`src/rtl/seq_bit_serializer.sv`:
```
// -----------------------------------------------------------------------------
// seq_bit_serializer
//   Parallel-to-serial front end for the sequence detectors. Words of WIDTH
//   bits are taken over a valid/ready handshake into a one-entry pending
//   buffer, then shifted out MSB-first, one bit per clock, on ser_out.
//   A word waiting in the pending buffer is loaded on the same edge that ends
//   the previous frame, so back-to-back words form a continuous stream.
//
//   Optional feature: define SER_PARITY_EN to append one even-parity bit
//   (^word) after din[0]; the frame is then WIDTH+1 bits long. With the macro
//   undefined no parity logic exists and frames are payload only.
//
// Parameters
//   WIDTH       bits per word (2..32)
//   GAP_CYCLES  idle cycles inserted after every frame (0 = contiguous)
//   IDLE_LEVEL  level on ser_out whenever ser_valid is low
//   CNT_W       width of the words_sent counter
//
// Ports
//   clk         rising-edge clock
//   rst         synchronous reset, active-high
//   din         parallel word, din[WIDTH-1] is sent first
//   din_valid   upstream word valid
//   din_ready   a word can be accepted this cycle (pending buffer empty)
//   ser_out     registered serial bit to the detector
//   ser_valid   registered, ser_out carries a payload/parity bit
//   busy        frame in SHIFT or GAP, or pending buffer full
//   words_sent  completed frames, wraps modulo 2^CNT_W
// -----------------------------------------------------------------------------
module seq_bit_serializer #(
    parameter int   WIDTH      = 6,
    parameter int   GAP_CYCLES = 0,
    parameter logic IDLE_LEVEL = 1'b0,
    parameter int   CNT_W      = 8
) (
    input  logic             clk,
    input  logic             rst,
    input  logic [WIDTH-1:0] din,
    input  logic             din_valid,
    output logic             din_ready,
    output logic             ser_out,
    output logic             ser_valid,
    output logic             busy,
    output logic [CNT_W-1:0] words_sent
);

`ifdef SER_PARITY_EN
    localparam int FRAME = WIDTH + 1;
`else
    localparam int FRAME = WIDTH;
`endif

    localparam int                BIT_W    = $clog2(FRAME);
    localparam logic [BIT_W-1:0]  BIT_LAST = BIT_W'(FRAME - 1);
    localparam int                GAP_W    = (GAP_CYCLES > 1) ? $clog2(GAP_CYCLES) : 1;
    localparam logic [GAP_W-1:0]  GAP_LAST = (GAP_CYCLES > 0) ? GAP_W'(GAP_CYCLES - 1) : '0;

    typedef enum logic [1:0] {
        IDLE  = 2'd0,
        SHIFT = 2'd1,
        GAP   = 2'd2
    } state_t;

    // Builds the on-wire frame for one word, MSB of the result goes out first.
    function automatic logic [FRAME-1:0] frame_of(input logic [WIDTH-1:0] w);
`ifdef SER_PARITY_EN
        return {w, ^w};
`else
        return w;
`endif
    endfunction

    state_t             state, state_d;
    logic [WIDTH-1:0]   pend;
    logic               pend_full, pend_full_d;
    logic [FRAME-1:0]   sreg, sreg_d;
    logic [BIT_W-1:0]   bit_cnt, bit_cnt_d;
    logic [GAP_W-1:0]   gap_cnt, gap_cnt_d;
    logic [CNT_W-1:0]   words_sent_d;
    logic               ser_out_d, ser_valid_d;
    logic               accept, load;

    // Ready depends only on the buffer flag, never on din_valid.
    assign din_ready = ~pend_full;
    assign busy      = (state != IDLE) | pend_full;
    assign accept    = din_valid & ~pend_full;

    always_comb begin
        state_d      = state;
        pend_full_d  = pend_full;
        sreg_d       = sreg;
        bit_cnt_d    = bit_cnt;
        gap_cnt_d    = gap_cnt;
        words_sent_d = words_sent;
        load         = 1'b0;

        case (state)
            IDLE: begin
                if (pend_full) load = 1'b1;
            end
            SHIFT: begin
                if (bit_cnt == BIT_LAST) begin
                    words_sent_d = words_sent + 1'b1;
                    if (GAP_CYCLES > 0) begin
                        state_d   = GAP;
                        gap_cnt_d = '0;
                    end else if (pend_full) begin
                        load = 1'b1;
                    end else begin
                        state_d = IDLE;
                    end
                end else begin
                    bit_cnt_d = bit_cnt + 1'b1;
                    sreg_d    = sreg << 1;
                end
            end
            GAP: begin
                if (gap_cnt == GAP_LAST) begin
                    if (pend_full) load = 1'b1;
                    else           state_d = IDLE;
                end else begin
                    gap_cnt_d = gap_cnt + 1'b1;
                end
            end
            default: state_d = IDLE;
        endcase

        // load needs a full buffer and accept needs an empty one, so the two
        // never coincide.
        if (load) begin
            state_d     = SHIFT;
            sreg_d      = frame_of(pend);
            bit_cnt_d   = '0;
            pend_full_d = 1'b0;
        end else if (accept) begin
            pend_full_d = 1'b1;
        end

        // Outputs are computed from next state so the flops present the bit
        // that belongs to the coming cycle.
        ser_valid_d = (state_d == SHIFT);
        ser_out_d   = ser_valid_d ? sreg_d[FRAME-1] : IDLE_LEVEL;
    end

    always_ff @(posedge clk) begin
        if (rst) begin
            state      <= IDLE;
            pend_full  <= 1'b0;
            bit_cnt    <= '0;
            gap_cnt    <= '0;
            words_sent <= '0;
            ser_valid  <= 1'b0;
            ser_out    <= IDLE_LEVEL;
        end else begin
            state      <= state_d;
            pend_full  <= pend_full_d;
            bit_cnt    <= bit_cnt_d;
            gap_cnt    <= gap_cnt_d;
            words_sent <= words_sent_d;
            ser_valid  <= ser_valid_d;
            ser_out    <= ser_out_d;
        end
    end

    // Payload storage carries no reset; it is qualified by pend_full/state.
    always_ff @(posedge clk) begin
        if (accept) pend <= din;
        sreg <= sreg_d;
    end

endmodule

```
`config.mk`:
```
export PLATFORM = sky130hd
export DESIGN_NAME = seq_bit_serializer
export DESIGN_NICKNAME = d
export VERILOG_FILES = /design/src/rtl/seq_bit_serializer.sv
export SDC_FILE = /design/constraint.sdc
export NUM_CORES = 1
export LEC_CHECK = 0
export CORE_UTILIZATION = 39
export CTS_BUF_LIST = sky130_fd_sc_hd__clkbuf_16
export DETAILED_ROUTE_END_ITERATION = 12
export GPL_ROUTABILITY_DRIVEN = 0
export GPL_TIMING_DRIVEN = 0
export SYNTH_ARGS = -nofsm -noshare
export SYNTH_HDL_FRONTEND = slang
export SYNTH_SLANG_ARGS = --single-unit
```
`constraint.sdc`:
```
create_clock -name clk -period 4.67 [get_ports clk]
set_clock_uncertainty 0.1 [all_clocks]
set_input_delay 0.934 -clock clk [delete_from_list [all_inputs] [get_ports clk]]
set_output_delay 0.934 -clock clk [all_outputs]
set_load 0.02 [all_outputs]
```
==> results of run 1 <==
==> sequential cells by signal, summed over array words and instances (netlist names) <==
name,count
ser_out,1
state,2
bit_cnt,3
pend_full,1
pend,6
sreg,6
words_sent,8
ser_valid,1
==> worst min-delay path by stage <==
stage,to,slack [ps]
global placement,sreg[5],380
floorplan,sreg[5],370
CTS,sreg[5],400
detailed placement,sreg[5],380
finish,sreg[5],390
global route,sreg[3],450
==> kinds of logic (layout without fill, tap and decap cells) <==
group,count (synthesis),after routing,share of synthesized area (%)
simple gates,34,34,17.5
flops,28,28,57.1
compound gates,12,12,10.0
xor+xnor,9,9,6.72
buf+inv,6,30,4.26
fa+ha+maj,3,3,3.20
other cells,1,1,0.320
mux,1,1,0.853
==> worst max-delay path: cells and delay by family, from the launching register on <==
family                 cells  cell delay (ps)
buffers and inverters      1              550
and+or+nand+nor            1              480
DFF                        1              380
==> power breakdown <==
group          internal (mW)  switching, mW
clock network          0.170         0.0778
registers              0.272        0.00722
logic                 0.0289         0.0284
total                  0.471          0.113
==> metrics by stage <==
| stage | setup WS, ps | hold WS, ps |
|---|---|---|
| finish | 1970 | 394 |
| CTS | 1970 | 397 |
| floorplan | 2770 | 367 |
| global route | 1930 | 453 |
| detailed placement | 2250 | 381 |
| global placement | 2260 | 384 |
==> metal layers <==
layer  share of wire (%)  routed length [um]  global-route usage, %  vias up
met1                  50                 950                   17.4      353
met5                   0                   0                      0        -
met3                 2.4                  45                   3.00        2
met2                  47                 880                   19.6       10
met4                0.85                  16                   6.27        0
li1                    -                   -                      -      380
==> layout make-up <==
type,instances,area [um2],area share (%)
Timing Repair Buffer,20,200,13.2
Sequential cell,28,671,44.2
Multi-Input combinational cell,60,453,29.8
Clock buffer,3,75.1,4.95
Buffer,4,42.5,2.80
Tap cell,31,38.8,2.56
Inverter,2,7.51,0.495
Clock inverter,1,30.0,1.98
==> Yosys cell counts (all sizes together), types with 2 or more instances <==
master	instances
xnor2	2
and2	3
nor3	3
ha	3
edfxtp	11
a21oi	3
dfxtp	17
nand4	2
buf	3
nor2b	3
a211oi	3
nand3	4
nand2	2
nor2	11
xor2	7
a22o	4
inv	2
==> impl_metrics.json, run 1 <==
{
  "maxSlewViolCount": 0,
  "clock_latency_ps": 260,
  "hold-path-cell-count": 2,
  "avgSynthCellArea_um2": 12.5,
  "status": "finished with violations",
  "fill_cells": 251,
  "rsz0062_at_grt": "false",
  "cts.sinks": 28,
  "powerDensity_nw_per_um2": 385,
  "synthToLayoutAreaGrowth_pct": 29.3,
  "grt_usage_pct": 12.9,
  "required_ps": 3640,
  "postRouteAntennaNets": 0,
  "htreeDepth": 1,
  "r2r_setup_slack_ps": 2860,
  "path_max_fanout": 8,
  "placed_cell_area_um2": 1410,
  "viasPerCell": 5.00,
  "critPathSlowestCell": "clkdlybuf4s50_1",
  "hp-start": "pend[5]",
  "coreArea_um2": 2810,
  "placed_cells": 145,
  "post-route-cell-area_um2": 1520,
  "drive_gt1_share_pct": 16.1,
  "num-nets-final": 131,
  "die_x_um": 56.9,
  "io_buffers": 20,
  "ctsHoldBuffers": 0,
  "synthesis.nets": 106,
  "endpoint": "busy",
  "fp.dieH_um": 56.9,
  "grt_first_pass_wirelength_mm": 3.10,
  "endpoint_kind": "primary output",
  "drt_iter0_drc": 22,
  "post_cts_buffers": 0,
  "grt_max_degree": 17,
  "rows": 19,
  "period_minus_slack_ps": 2700,
  "async_flop_share_pct": 0,
  "fin_cells": 149,
  "yosys_warnings": 0,
  "ctsResizeCount": 0,
  "wire_per_inst_um": 12.7,
  "final_cell_mix": "clkdlybuf4s50_1 (20), dfxtp_1 (17), edfxtp_1 (11), nor2_1 (10), xor2_1 (7)",
  "routed_wl_mm": 1.89,
  "io_pins": 21,
  "final_util_pct": 54.1,
  "synth_seq_cells": 28,
  "syn_area_um2": 1170,
  "crit_start": "state[0]",
  "hold_viol_final": 0,
  "leakagePower_nw": 0.556,
  "violations": "design-rule violations",
  "synthTopCellsByArea": "dfxtp_1 (29%), edfxtp_1 (28%), xor2_1 (5.2%), a22o_2 (3.4%), ha_1 (3.2%)",
  "start_kind": "flop",
  "max_freq_mhz": 371,
  "critPathArrivalTime_ps": 1660,
  "dr_total_vias": 745,
  "cts_tree": "done",
  "setup_tns_ps": 0,
  "mostFrequentLayoutCell": "clkdlybuf4s50_1",
  "crit_chain": "or3_2 -> clkdlybuf4s50_1",
  "relSlewSlack_pct": 64.1,
  "irDropWorstVdd_uv": 223,
  "r2r_start": "bit_cnt[1]",
  "drt_first_pass_iters": 8,
  "diodes": 0,
  "numCtsBuffers": 3,
  "synth_top_cell_by_area": "dfxtp_1",
  "dp.final_hpwl_mm": 1.34,
  "synth_edf_count": 11,
  "fin_total_pwr_uw": 585,
  "grt_pass1_vias": 657,
  "floorplan.initialDensity_pct": 41.8,
  "synth-seq-area-share_pct": 57.1,
  "antenna_found_initial": 0,
  "setup_viol": 0,
  "clk_pin_slew_ps": 70,
  "yosysTopAreaCellShare_pct": 29.0,
  "worst_r2r_endpoint": "sreg[4]",
  "fin_crit_sh_pct": 57.8,
  "tightest_slew_ps": 537,
  "root_buffer": "clkbuf_16",
  "critical_path_class": "flop to primary output",
  "drc": 2,
  "critPathMaxStageDelay_ps": 550,
  "clockBufferDepth": 2,
  "synth.distinct_cells": 34,
  "ys.flop_type": "dfxtp_1",
  "die_area_um2": 3230,
  "hold_class": "flop to flop",
  "synth_cells": 94,
  "reg2reg_depth": 5,
  "grt.overflow.total": 0,
  "maxCapViolCount": 0
}
Power figures use the tool's default switching activity.
==> run 2, diff against run 1 <==
==> constraint.sdc (replaced) <==
create_clock -name clk -period 2.4 [get_ports clk]
set_clock_uncertainty 0.1 [all_clocks]
set_input_delay 0.48 -clock clk [delete_from_list [all_inputs] [get_ports clk]]
set_output_delay 0.48 -clock clk [all_outputs]
set_load 0.02 [all_outputs]
==> results of run 2 <==
The final DEF is identical to that of run 1. Status: finished with violations: design-rule violations.
Among the figures that moved: setup slack after placement 2250 ps -> 439 ps; setup slack after layout 1970 ps -> 156 ps; register-to-register setup slack 2860 ps -> 590 ps; total power 0.585 mW -> 1.14 mW; worst IR drop on VDD 223 uV -> 433 uV
==> variant 1: new RTL, flow settings as in run 2 <==
Encoding of `state_t`: now one-hot (3 bits for 3 states).
--- a/src/rtl/seq_bit_serializer.sv
+++ b/src/rtl/seq_bit_serializer.sv
@@ -57,6 +57,6 @@
 
-    typedef enum logic [1:0] {
-        IDLE  = 2'd0,
-        SHIFT = 2'd1,
-        GAP   = 2'd2
+    typedef enum logic [2:0] {
+        IDLE  = 3'b001,
+        SHIFT = 3'b010,
+        GAP   = 3'b100
     } state_t;
Check against the original RTL: same outputs for any inputs over 10 cycles, from zero or initial values and one cycle with rst high; not proved beyond that.
==> variant 1 against run 2 <==
Sequential power fell by 4.4%. Area after synthesis decreased by 4.1%. Core utilization fell by 0.33 points. Wire length is 1.4% higher. Power down 7.0%. Non-clock buffer count shrank 1. Worst setup slack improved by 82 ps. First-iteration DRC count shrank 32%. Largest power group unchanged. Final cell count is 3.4% higher. Final area fell by 3.1%. Sequential cell count stayed put.
==> variant 1: results (changes against run 2) <==
[cells_and_area]
fill_cells = 232  ; -7.6%
top_regs = words_sent (8), pend (6), sreg (5)
stdcell_count = 154  ; +3.4%
drive_gt1_share_pct = 7.32  ; -8.8 points
finalNetCount = 136  ; +3.8%
seq_area_um2 = 671  ; unchanged

[placed_design]
hpwl_um = 1380  ; +2.9%
dpl.cell_count = 150  ; +3.4%
placed_cell_area_um2 = 1370  ; -3.4%

[detailed_routing]
avgRoutedWirePerCell_um = 12.5  ; -1.9%
drt_pass1_iterations = 3  ; -5
first_iter_violations = 15  ; -32%
via_count = 768  ; +3.1%

[global_route]
use_met3_pct = 2.79  ; -0.20 points
met1_usage_pct = 16.6  ; -0.88 points
met2_usage_pct = 22.5  ; +3.0 points
grt_pass1_vias = 745  ; +13%
grt_pass1_wl_um = 3250  ; +4.9%
grt_usage_pct = 13.5  ; +0.53 points
antenna_found_initial = 0  ; unchanged

[synth]
ys_top_cells_by_area = dfxtp_1 30%, edfxtp_1 29%, xnor2_1 6.2%
async_reset_ff_share_pct = 0  ; unchanged
ys_seq_area_share_pct = 59.6  ; +2.4 points
synth_area_per_cell_um2 = 11.4  ; -8.9%
synth_fp_nets = 111  ; +4.7%
synth-edff-count = 11  ; unchanged
ys_warn_count = 0  ; unchanged
synthTopCellsByCount = 17 x dfxtp_1, 14 x nor2_1, 11 x edfxtp_1
ys_types = 29  ; -15%

[setup_path]
cp.arrival_ps = 1580  ; -80 ps
ff2ff_path_depth = 6  ; +1
worst-path-max-fanout = 10  ; +2

[pwr]
peakVddDrop_uv = 476  ; +10%
cellLeakagePower_nw = 0.512  ; -7.8%

[cts]
max-clock-path-buffers = 2  ; unchanged

[timing]
worst_pin_slew_ps = 508  ; -28.5 ps

[status]
outcome = complete, no violations

## variant 1: cell types whose count changed after synthesis, sizes merged, moves of 2 or more
cell	before	now
a211oi	3	1
nand2	2	7
nor2	11	14
nor3	3	1
nor4	0	3
o21ai	0	2
or2	0	2
xnor2	2	8
xor2	7	1
## variant 1: stage by stage
| step | total power [mW] | hold slack, ps | worst slack (ps) |
|---|---|---|---|
| global placement | 0.588 | 392 | 482 |
| detailed placement | 0.589 | 399 | 459 |
| finish | 1.06 | 413 | 238 |
| floorplan | 0.559 | 371 | 602 |
| global route | 1.10 | 454 | 156 |
| CTS | 1.07 | 416 | 202 |
## variant 1: worst paths after layout
path / start / to / slack [ps]
worst min register to register: pend[5] / ser_out / 410
worst max register to register: bit_cnt[1] / ser_valid / 460
worst min-delay path: pend[5] / ser_out / 410
worst max-delay path: state[2] / busy / 240
## variant 1: logic make-up (layout without fill, tap and decap cells)
kind of cell / count (synthesis) / after routing / synth area share (%)
AOI/OAI and AO/OA: 10 / 10 / 7.89
buffers and inverters: 5 / 29 / 1.89
other: 1 / 1 / 0.333
xor gates and xnor gates: 9 / 9 / 7.00
and+or+nand+nor: 43 / 43 / 20.0
DFF: 28 / 28 / 59.6
adders and majority gates: 3 / 3 / 3.33
## variant 1: layer usage
metal | routed length, um | vias to the layer above
li1 | - | 391
met1 | 916 | 361
met2 | 935 | 14
met3 | 53 | 2
met4 | 13 | 0
met5 | 0 | -
## variant 1: layout make-up
cell class / instances / area share (%)
sequential: 28 / 45.6
multi-input combinational: 66 / 29.5
timing repair buffer: 20 / 13.6
clock buffer: 3 / 5.11
tap: 31 / 2.64
clock inverter: 1 / 2.04
buffer: 3 / 0.936
inverter: 2 / 0.511
## variant 1: critical path, cell delays in order, from the launching register on
cell,delay [ps]
dfxtp_1,380
buf_2,220
nor2_1,60
nand2_1,70
clkdlybuf4s50_1,600
## variant 1: report_power, final
group	switching [mW]	internal (mW)	leakage, nW
clock network	0.149	0.332	0.0511
registers	0.00794	0.511	0.243
logic	0.0285	0.0307	0.219
total	0.185	0.873	0.512
==> variant 2: new RTL, settings of run 2 <==
Made on the original files. The option `SER_PARITY_EN` is turned on by a define.
--- a/src/rtl/seq_bit_serializer.sv
+++ b/src/rtl/seq_bit_serializer.sv
@@ -29,2 +29,4 @@
 // -----------------------------------------------------------------------------
+`define SER_PARITY_EN
+
 module seq_bit_serializer #(
Formal check against the unedited RTL: not equivalent (a bounded check fails within 10 cycles, from zero or initial values and one cycle with rst high).
==> variant 2 against run 2 <==
The run still ends with DRC left. Core utilization increased by 2.7 points. Sequential cell count up 1. Wire length is 12% higher. Worst setup slack better by 120 ps. Largest cell class unchanged. Highest routed layer unchanged. Area after synthesis grew 3.9%. Largest power group is now clock. Final area rose by 6.8%. Synthesized cell count up 8.5%. Power grew 20%.
==> variant 2: results (changes against run 2) <==
[cells_and_area]
drive_gt1_share_pct = 11.5  ; -4.6 points
insertedDiodeCount = 0  ; unchanged
finalNetCount = 141  ; +7.6%
regMostFlops = words_sent
top_regs = words_sent (8), sreg (7), pend (6)

[cts]
max-clock-path-buffers = 2  ; unchanged
cts_max_level = 2  ; +1
root_buffer = clkbuf_16
path_clk_slew_ps = 50  ; -20 ps
cts_buffers = 5  ; +2
insertion_delay_ps = 270
cts_setup_buffers = 0  ; unchanged
cts_resized = 0  ; unchanged

[detailed_routing]
drc = 1  ; -1
routed_via_density = 5.17  ; +3.4%
drt_pass1_iterations = 8  ; unchanged
first_iter_violations = 17  ; -23%
avgRoutedWirePerCell_um = 13.1  ; +3.6%
wl_um = 2120  ; +12%

[setup_path]
worst-path-max-fanout = 8  ; unchanged
cp.arrival_ps = 1550  ; -110 ps

[synth]
async_reset_ff_share_pct = 0  ; unchanged
ys_types = 36  ; +5.9%
synthTopCellsByCount = 17 x dfxtp_1, 12 x edfxtp_1, 12 x nor2_1
ys_top_cells_by_area = edfxtp_1 30%, dfxtp_1 28%, xnor2_1 5.0%
postSynthCellCount = 102  ; +8.5%
ys_warn_count = 0  ; unchanged
synth-edff-count = 12  ; +1
synth_fp_nets = 114  ; +7.5%
ys_seq_area_share_pct = 57.4  ; +0.29 points

[placed_design]
portBuffers = 20  ; unchanged
dpl.cell_count = 153  ; +5.5%
placed_cell_area_um2 = 1460  ; +3.3%
hpwl_um = 1500  ; +12%

[status]
outcome = finished with violations
violations = DRC

[global_route]
grt_pass1_wl_um = 3520  ; +14%
grt_max_degree = 11  ; -6
antenna_found_initial = 0  ; unchanged
grt_usage_pct = 14.9  ; +1.9 points
grt_pass1_vias = 784  ; +19%

[pwr]
peakVddDrop_uv = 441  ; +1.9%
cellLeakagePower_nw = 0.606  ; +9.1%

[hold_path]
hp-class = flop to flop

[timing]
worst_pin_slew_ps = 656  ; +120 ps

[job]
maxCapViolCount = 0  ; unchanged

[variant 2: layer usage]
layer | vias to the layer above | routed length, um | GRT usage [%]
met5 | - | 0 | 0
met4 | 0 | 72 | 12.2
met3 | 7 | 115 | 5.58
met2 | 22 | 985 | 22.5
met1 | 383 | 943 | 16.7
li1 | 420 | - | -
[variant 2: worst max-delay path: stages (launching register included)]
cell and delay (ps):
dfxtp_1 380, or3_1 360, clkdlybuf4s50_1 540
[variant 2: cell type report]
type | instances | area (um^2)
timing repair buffer | 20 | 200
sequential | 29 | 701
multi-input combinational | 68 | 499
inverter | 3 | 11.3
fill | 246 | 1230
buffer | 2 | 8.76
clock buffer | 5 | 125
tap | 31 | 38.8
clock inverter | 3 | 37.5
[variant 2: cell families after synthesis]
logic type | Yosys count | share of synthesized area [%]
compound gates | 14 | 10.1
xor+xnor | 14 | 10.1
fa+ha+maj | 3 | 3.08
buf+inv | 5 | 1.64
flops | 29 | 57.4
mux | 1 | 0.821
other cells | 1 | 0.307
simple gates | 35 | 16.6
[variant 2: worst paths after layout]
kind	from	end	slack (ps)	cells past startpoint
worst max-delay path	state[0]	busy	270	2
worst min-delay path	sreg[6]	sreg[6]	400	2
worst max register to register	bit_cnt[0]	sreg[3]	520	4
worst min register to register	sreg[6]	sreg[6]	400	2
[variant 2: power breakdown]
part           switching (mW)  total [mW]  internal [mW]
Clock                   0.197       0.677          0.480
Sequential             0.0206       0.576          0.555
Combinational          0.0598       0.118         0.0578
Total                   0.278        1.37           1.09
[variant 2: metrics by stage]
step	worst slack, ps	utilization, %	hold slack, ps
after floorplan	716	-	372
after global placement	522	51.1	385
after detailed placement	505	51.1	396
after CTS	273	56.8	406
after global routing	233	56.8	437
final	274	56.8	402
